--- config.mk ---
export PLATFORM = sky130hd
export DESIGN_NAME = pdm_capture_sequencer_flat
export DESIGN_NICKNAME = d
export VERILOG_FILES = /design/src/rtl/pdm_capture_sequencer_if.sv /design/src/rtl/pdm_capture_sequencer.sv /design/src/flat_wrapper.sv
export SDC_FILE = /design/constraint.sdc
export NUM_CORES = 1
export LEC_CHECK = 0
export CORE_ASPECT_RATIO = 0.6
export CORE_MARGIN = 2
export CORE_UTILIZATION = 58
export DETAILED_ROUTE_END_ITERATION = 7
export PLACE_DENSITY = 0.91
export REMOVE_ABC_BUFFERS = 1
export SLEW_MARGIN = 20
export SYNTH_ARGS = -nofsm -noshare
export SYNTH_HDL_FRONTEND = slang
export SYNTH_SLANG_ARGS = --single-unit
--- constraint.sdc ---
create_clock -name clk -period 6.8 [get_ports clk]
set_input_delay 1.36 -clock clk [delete_from_list [all_inputs] [get_ports clk]]
set_output_delay 1.36 -clock clk [all_outputs]
set_load 0.01 [all_outputs]
--- src/rtl/pdm_capture_sequencer_if.sv ---
// PCM ingress and FIFO read-side bundle of the PDM capture sequencer.
// Latency: none (wires only).
// Backpressure: none; overflow is reported by the sequencer, not by this bundle.
interface pdm_capture_sequencer_if #(
  parameter int PCM_W = 16
);
  logic             pcm_valid_l;
  logic [PCM_W-1:0] pcm_l;
  logic             pcm_valid_r;
  logic [PCM_W-1:0] pcm_r;
  logic             fifo_pop;
  logic [PCM_W:0]   fifo_data;
  logic [3:0]       fifo_level;
  logic             fifo_empty;

  // Driver side: CIC outputs and register-interface reader
  modport master (
    output pcm_valid_l, pcm_l, pcm_valid_r, pcm_r, fifo_pop,
    input  fifo_data, fifo_level, fifo_empty
  );

  // Sequencer side
  modport slave (
    input  pcm_valid_l, pcm_l, pcm_valid_r, pcm_r, fifo_pop,
    output fifo_data, fifo_level, fifo_empty
  );
endinterface

--- src/rtl/pdm_capture_sequencer.sv ---
// PDM mic clock/strobe generator with settle discard and tagged first-word-fall-through sample FIFO.
// Latency: pdm_clk and strobes registered (1 cycle); FIFO push visible on fifo_level/fifo_data 1 cycle later.
// Backpressure: none upstream; push into a full FIFO (without pop) drops the word and sets sticky overflow.
module pdm_capture_sequencer #(
  parameter int FIFO_DEPTH = 4,
  parameter int PCM_W      = 16
) (
  input  logic                         clk,
  input  logic                         rst,
  input  logic                         enable,
  input  logic [7:0]                   period,
  input  logic                         stereo,
  input  logic [3:0]                   settle_count,
  input  logic [2:0]                   threshold,
  input  logic                         overflow_clr,
  pdm_capture_sequencer_if.slave       bus,
  output logic                         pdm_clk,
  output logic                         bit_strobe_l,
  output logic                         bit_strobe_r,
  output logic                         irq,
  output logic                         overflow,
  output logic [1:0]                   state
);

  localparam int         AW         = (FIFO_DEPTH > 1) ? $clog2(FIFO_DEPTH) : 1;
  localparam logic [3:0] LEVEL_FULL = 4'(FIFO_DEPTH);

  typedef enum logic [1:0] {
    S_IDLE   = 2'd0,
    S_SETTLE = 2'd1,
    S_RUN    = 2'd2,
    S_STOP   = 2'd3
  } state_t;

  state_t         state_q, state_d;
  logic [7:0]     phase, per_q;
  logic [3:0]     cnt;
  logic           clk_nxt;
  logic           start_ok;

  logic [PCM_W:0] mem [FIFO_DEPTH];
  logic [AW-1:0]  wr_ptr, rd_ptr;
  logic [3:0]     level;
  logic           full, empty;
  logic           push_en, both_vld, do_push, do_pop, ovf_set;
  logic [PCM_W:0] push_dat;

  assign start_ok = enable && (period >= 8'd2);
  assign state    = state_q;

  // Clock high for the first floor(per_q/2) phases of each period; never in IDLE
  assign clk_nxt = (state_q != S_IDLE) && (phase < {1'b0, per_q[7:1]});

  // State register
  always_ff @(posedge clk) begin
    if (rst) state_q <= S_IDLE;
    else     state_q <= state_d;
  end

  // Next-state: STOP only leaves at the last phase so the clock ends on a full low half
  always_comb begin
    state_d = state_q;
    case (state_q)
      S_IDLE: begin
        if (start_ok) state_d = (settle_count != 4'd0) ? S_SETTLE : S_RUN;
      end
      S_SETTLE: begin
        if (!enable)                                 state_d = S_STOP;
        else if (bus.pcm_valid_l && (cnt == 4'd1))   state_d = S_RUN;
      end
      S_RUN: begin
        if (!enable) state_d = S_STOP;
      end
      S_STOP: begin
        if (phase == per_q - 8'd1) state_d = S_IDLE;
      end
      default: state_d = S_IDLE;
    endcase
  end

  // Phase counter, latched config, settle counter, registered clock and edge strobes
  always_ff @(posedge clk) begin
    if (rst) begin
      phase        <= '0;
      per_q        <= '0;
      cnt          <= '0;
      pdm_clk      <= 1'b0;
      bit_strobe_l <= 1'b0;
      bit_strobe_r <= 1'b0;
    end else begin
      pdm_clk      <= clk_nxt;
      bit_strobe_l <= (state_d != S_IDLE) && pdm_clk && !clk_nxt;
      bit_strobe_r <= (state_d != S_IDLE) && stereo && !pdm_clk && clk_nxt;
      if (state_q == S_IDLE) begin
        phase <= '0;
        if (start_ok) begin
          per_q <= period;
          cnt   <= settle_count;
        end
      end else begin
        phase <= (phase == per_q - 8'd1) ? 8'd0 : phase + 8'd1;
        if ((state_q == S_SETTLE) && enable && bus.pcm_valid_l && (cnt != 4'd0))
          cnt <= cnt - 4'd1;
      end
    end
  end

  // Ingress selection: left wins a same-cycle collision, right is only taken in stereo
  assign push_en  = (state_q == S_RUN) && (bus.pcm_valid_l || (stereo && bus.pcm_valid_r));
  assign both_vld = (state_q == S_RUN) && bus.pcm_valid_l && bus.pcm_valid_r && stereo;
  assign push_dat = bus.pcm_valid_l ? {1'b0, bus.pcm_l} : {1'b1, bus.pcm_r};

  assign full     = (level == LEVEL_FULL);
  assign empty    = (level == 4'd0);
  assign do_pop   = bus.fifo_pop && !empty;
  assign do_push  = push_en && (!full || do_pop);
  assign ovf_set  = both_vld || (push_en && !do_push);

  // FIFO storage and pointers; contents persist across IDLE/STOP
  always_ff @(posedge clk) begin
    if (rst) begin
      for (int i = 0; i < FIFO_DEPTH; i++) mem[i] <= '0;
      wr_ptr <= '0;
      rd_ptr <= '0;
      level  <= '0;
    end else begin
      if (do_push) begin
        mem[wr_ptr] <= push_dat;
        wr_ptr      <= wr_ptr + AW'(1);
      end
      if (do_pop) rd_ptr <= rd_ptr + AW'(1);
      level <= level + {3'b000, do_push} - {3'b000, do_pop};
    end
  end

  // Sticky overflow; a set in the same cycle beats the clear
  always_ff @(posedge clk) begin
    if (rst)               overflow <= 1'b0;
    else if (ovf_set)      overflow <= 1'b1;
    else if (overflow_clr) overflow <= 1'b0;
  end

  assign bus.fifo_data  = mem[rd_ptr];
  assign bus.fifo_level = level;
  assign bus.fifo_empty = empty;
  assign irq            = (threshold != 3'd0) && (level >= {1'b0, threshold});

endmodule
--- src/flat_wrapper.sv ---
// flat-port wrapper written by rule: the top's interface ports become plain ports
module pdm_capture_sequencer_flat 
#(
  parameter int FIFO_DEPTH = 4,
  parameter int PCM_W      = 16
)
  (clk, rst, enable, period, stereo, settle_count, threshold, overflow_clr, pdm_clk, bit_strobe_l, bit_strobe_r, irq, overflow, state, bus_pcm_valid_l, bus_pcm_l, bus_pcm_valid_r, bus_pcm_r, bus_fifo_pop, bus_fifo_data, bus_fifo_level, bus_fifo_empty);
  pdm_capture_sequencer_if #(.PCM_W(PCM_W)) bus_i ();
  input  logic clk;
  input  logic rst;
  input  logic enable;
  input  logic [7:0] period;
  input  logic stereo;
  input  logic [3:0] settle_count;
  input  logic [2:0] threshold;
  input  logic overflow_clr;
  output logic pdm_clk;
  output logic bit_strobe_l;
  output logic bit_strobe_r;
  output logic irq;
  output logic overflow;
  output logic [1:0] state;
  input wire logic [$bits(bus_i.pcm_valid_l)-1:0] bus_pcm_valid_l;
  input wire logic [$bits(bus_i.pcm_l)-1:0] bus_pcm_l;
  input wire logic [$bits(bus_i.pcm_valid_r)-1:0] bus_pcm_valid_r;
  input wire logic [$bits(bus_i.pcm_r)-1:0] bus_pcm_r;
  input wire logic [$bits(bus_i.fifo_pop)-1:0] bus_fifo_pop;
  output wire logic [$bits(bus_i.fifo_data)-1:0] bus_fifo_data;
  output wire logic [$bits(bus_i.fifo_level)-1:0] bus_fifo_level;
  output wire logic [$bits(bus_i.fifo_empty)-1:0] bus_fifo_empty;
  assign bus_i.pcm_valid_l = bus_pcm_valid_l;
  assign bus_i.pcm_l = bus_pcm_l;
  assign bus_i.pcm_valid_r = bus_pcm_valid_r;
  assign bus_i.pcm_r = bus_pcm_r;
  assign bus_i.fifo_pop = bus_fifo_pop;
  assign bus_fifo_data = bus_i.fifo_data;
  assign bus_fifo_level = bus_i.fifo_level;
  assign bus_fifo_empty = bus_i.fifo_empty;
  pdm_capture_sequencer #(.FIFO_DEPTH(FIFO_DEPTH), .PCM_W(PCM_W)) u_core (.clk(clk), .rst(rst), .enable(enable), .period(period), .stereo(stereo), .settle_count(settle_count), .threshold(threshold), .overflow_clr(overflow_clr), .bus(bus_i), .pdm_clk(pdm_clk), .bit_strobe_l(bit_strobe_l), .bit_strobe_r(bit_strobe_r), .irq(irq), .overflow(overflow), .state(state));
endmodule
# Word-level counts from Yosys, hierarchy flattened
# Memory sizes are Yosys's and may differ from the RTL's. A register that Yosys moved wholly into a read port is not among the register bits.
# Cells that the tools add are included.
# Widths: inputs -> output; s select.
op_classes:
  shift: 0
  n_eq_ne: 7
  reduce_logical: 41
  bitwise: 0
  n_lt_le_gt_ge: 3
  n_addsub: 7
  mul: 0
  div: 0
  mux: 23
ops:
  columns: ["op", "n"]
  rows:
  - ["$mux 17", 2]
  - ["$logic_and 1x1->1", 20]
  - ["$mux 2", 9]
  - ["$reduce_or 17->1", 1]
  - ["$mux 4", 3]
  - ["$add 8x1->8 const B", 1]
  - ["$eq 8x8->1", 1]
  - ["$ge 8x2->1 const B", 1]
  - ["$lt 8x7->1", 1]
  - ["$mux 1", 8]
  - ["$pmux 2 s4", 1]
  - ["$reduce_bool 2->1", 4]
  - ["$reduce_bool 4->1", 2]
  - ["$sub 8x1->8 const B", 1]
  - ["$logic_not 1->1", 5]
  - ["$add 2x1->2 const B", 2]
  - ["$add 4x1->4", 1]
  - ["$eq 2x2->1 const B", 2]
  - ["$eq 4x1->1 const B", 1]
  - ["$eq 4x3->1 const B", 1]
  - ["$ge 4x3->1", 1]
  - ["$logic_not 4->1", 1]
  - ["$reduce_and 2->1", 2]
  - ["$sub 4x1->4", 1]
  - ["other kinds (7)", 9]
word_totals:
  ramBits: 68
  inputBits: 55
  mem_count: 1
  word_cells: 93
  regBits: 34
  rom_bits: 0
  out_inout_bits: 29
  latch_bits: 0
mem_list:
  columns: ["memory", "depth", "word_bits", "rd", "rd_ports_with_merged_regs", "wr", "line", "rtl"]
  rows:
  - ["u_core.mem", 4, 17, 1, 1, 4, "pdm_capture_sequencer.sv:41", "logic [PCM_W:0] mem [FIFO_DEPTH];"]

# Depth between registers and ports, before layout
logic_depth:
  word_depth: 10
  mapped_depth: 11
  depth_no_buf: 11

# Worst setup path after synthesis
# Ideal clock, no wire load.
synth_path:
  path_kind: "input to output"
  startpoint: "input threshold[1]"
  endpoint: "output irq"
  slack_ns: 3.372
  path_stages: 5
  path_buffers: 0
  required_time_ns: 5.440
  arrival_ns: 2.068
  cell_sequence: "inv_1 ha_1 a21boi_0 o21ai_0 a21oi_1"
synth_via:
  elab_chain_cells: 2
  word_cells_on_any_way: 3
  cone_classes: "order compare (1); reduce/logical (2)"
synth_lines:
  columns: ["item", "line", "rtl"]
  rows:
  - ["start: declaration", "flat_wrapper.sv:15", "input logic [2:0] threshold;"]
  - ["$ge 4x3->1 / $reduce_bool 3->1 (equally long branches)", "pdm_capture_sequencer.sv:146", "assign irq = (threshold != 3'd0) && (level >= {1'b0, threshold});"]
  - ["$logic_and 1x1->1 *", "pdm_capture_sequencer.sv:146", null]
  - ["end: declaration", "flat_wrapper.sv:20", "output logic irq;"]
# Every way passes the cells marked *; elsewhere a longest branch is shown, timed or not.

==> flow_summary.json <==
{
  "synth-warning-count": 0,
  "clockRootBuffer": "clkbuf_16",
  "dpl.hpwl_um": 8670,
  "avgSynthCellArea_um2": 11.4,
  "grt_pass1_vias": 3882,
  "netlist-cell-type-count": 57,
  "cts_tree": "built",
  "multi_input_area_um2": 2180,
  "hold_path.class": "register to register",
  "gr-max-usage-layer": "met2",
  "die-width_um": 126,
  "synth_top_area_cell": "edfxtp_1",
  "track_usage": 0.271,
  "cp.arrival_ns": 4.47,
  "synth_top_area_share": 0.395,
  "netlist_top_cells_count": "94 x nor2_1, 68 x edfxtp_1, 36 x dfxtp_1",
  "synth_edf_count": 68,
  "grt_remaining_overflow": 0,
  "nFillCells": 567,
  "rows": 26,
  "first_pass_iters": 5,
  "status": "finished, final reports clean",
  "cts_max_level": 3,
  "clock_latency_ns": 0.35,
  "holdWs_ns": 0.486,
  "critPathKind": "input pin to register",
  "fin_area_um2": 6290,
  "slew_violations": 0,
  "place_area_um2": 6020,
  "worstMarginPinSlew_ns": 1.02,
  "seqCellArea_um2": 2760,
  "post_drt_via_cell_ratio": 6.02,
  "fp.dieH_um": 77.1,
  "diodes": 0,
  "wl_um": 12600,
  "relSlewSlack": 0.318,
  "synthFlopType": "edfxtp_1",
  "synth_area_leaders": "edfxtp_1 40%, dfxtp_1 14%, mux4_2 7.4%",
  "dieArea_um2": 9710,
  "post_cts_resized": 0,
  "worst-path-max-fanout": 24,
  "ys_ff_latch": 104,
  "cts.sinks": 104,
  "final_nets": 601,
  "path_clk_slew_ns": 0.06,
  "powerDensity_nw_per_um2": 289,
  "cts_buffer_depth": 2,
  "timing.setup.tns_ns": 0,
  "setup_violations": 0,
  "use_met2": 0.450,
  "worstPathRequired_ns": 6.78,
  "vias": 3872,
  "leakage_uw": 0.00236,
  "antenna_found_initial": 0,
  "fmax_mhz": 223,
  "end_kind": "register",
  "cts_made_buffers": 9,
  "syn_area_um2": 5170,
  "fin_skew_ns": 0.00956,
  "regToRegSetupSlack_ns": 3.38,
  "hold_buffers": 0,
  "gr-usage-met1": 0.357,
  "port_buffers": 83,
  "grt_max_degree": 34,
  "drc": 0,
  "period_minus_slack_ns": 4.49,
  "cap_violations": 0,
  "drt_iter0_markers": 417,
  "gp_congestion": 0.964,
  "num_io_pins": 84,
  "start_util": 0.602,
  "fp.coreArea_um2": 8590,
  "synth_most_common_cell": "nor2_1",
  "peakVddDrop_v": 0.000142,
  "async_flop_share": 0,
  "drtAntennaViolNets": 0,
  "drive_gt1_frac": 0.0904,
  "synthToLayoutAreaGrowth_pct": 21.7,
  "post-route-period-util": 0.660,
  "rsz0062_at_grt": "false",
  "wl_per_cell_um": 19.6,
  "start_kind": "input pin",
  "netlist_instances": 455,
  "globalRouteMet3Util": 0.0719,
  "hold_viol_final": 0,
  "cts_setup_buffers": 0,
  "ys_seq_area_frac": 0.535,
  "grt_pass1_wl_um": 20100
}
[area by class of cell]
type,count,share of cell area
clock buffer,12,0.0392
inverter,23,0.0137
timing repair buffer,86,0.136
multi-input combinational,302,0.347
sequential,104,0.439
tap,112,0.0223
clock inverter,4,0.00338
[state kept, by name, indices dropped and copies added (netlist names), named ones only]
| name | cells |
|---|---|
| u_core.mem | 68 |
| u_core.per_q | 8 |
| u_core.phase | 8 |
| u_core.bus.fifo_level | 4 |
| u_core.cnt | 4 |
| u_core.rd_ptr | 2 |
| u_core.state | 2 |
| u_core.wr_ptr | 2 |
| u_core.bit_strobe_l | 1 |
| u_core.bit_strobe_r | 1 |
| u_core.overflow | 1 |
| u_core.pdm_clk | 1 |
[critical path, cell delays in order]
cell and delay, ns:
clkdlybuf4s50_1 0.45, buf_4 0.39, a21oi_1 0.18, nor3b_4 0.38
nand2b_2 0.33, or3_1 0.67, nand2b_1 0.70
[metal layers]
metal	share of wire	up-vias
li1	-	1760
met4	0.018	0
met1	0.40	1860
met5	0	-
met2	0.48	226
met3	0.097	26
[path summary, 6_finish.rpt]
| kind | from | to | cells after the start |
|---|---|---|---|
| min reg2reg | u_core.per_q[7] | u_core.per_q[7] | 2 |
| min | u_core.per_q[7] | u_core.per_q[7] | 2 |
| max | bus_pcm_valid_l | u_core.mem[0][14] | 7 |
| max reg2reg | u_core.bus.fifo_level[2] | u_core.mem[0][14] | 8 |
[power breakdown]
group,total (uW),switching [uW],internal (uW)
Combinational,562,264,299
Clock,476,220,256
Sequential,777,54.3,723
Total,1820,538,1280
[logic make-up after synthesis]
logic type / count (synthesis) / share of synthesized area
AO/OA/AOI/OAI: 54 / 0.0693
XOR/XNOR: 22 / 0.0373
adder cells (fa/ha/maj): 20 / 0.0499
buffers and inverters: 49 / 0.0441
flip-flops: 104 / 0.535
multiplexers: 33 / 0.105
AND/OR/NAND/NOR: 173 / 0.160
[stage by stage]
| step | cells | util | worst slack (ns) | power (uW) |
|---|---|---|---|---|
| final | 643 | 0.733 | 2.31 | 1820 |
| after global routing | 643 | 0.733 | 2.09 | 1900 |
| after CTS | 643 | 0.733 | 2.31 | 1820 |
| after detailed placement | 627 | 0.701 | 2.02 | 1350 |
| after global placement | 627 | 0.701 | 2.14 | 1320 |
| after floorplan | 429 | - | 3.35 | 1100 |
[placed cells by master, fill, tap and decap left out, types with 10 or more instances in the layout]
| master | count |
|---|---|
| ha_1 | 19 |
| nand2_1 | 22 |
| nor2_1 | 94 |
| inv_1 | 23 |
| nor3_1 | 12 |
| a21oi_1 | 17 |
| clkdlybuf4s50_1 | 83 |
| mux4_2 | 17 |
| xnor2_1 | 12 |
| mux2i_1 | 16 |
| xor2_1 | 10 |
| edfxtp_1 | 68 |
| dfxtp_1 | 36 |
(Power assumes the default switching activity.)
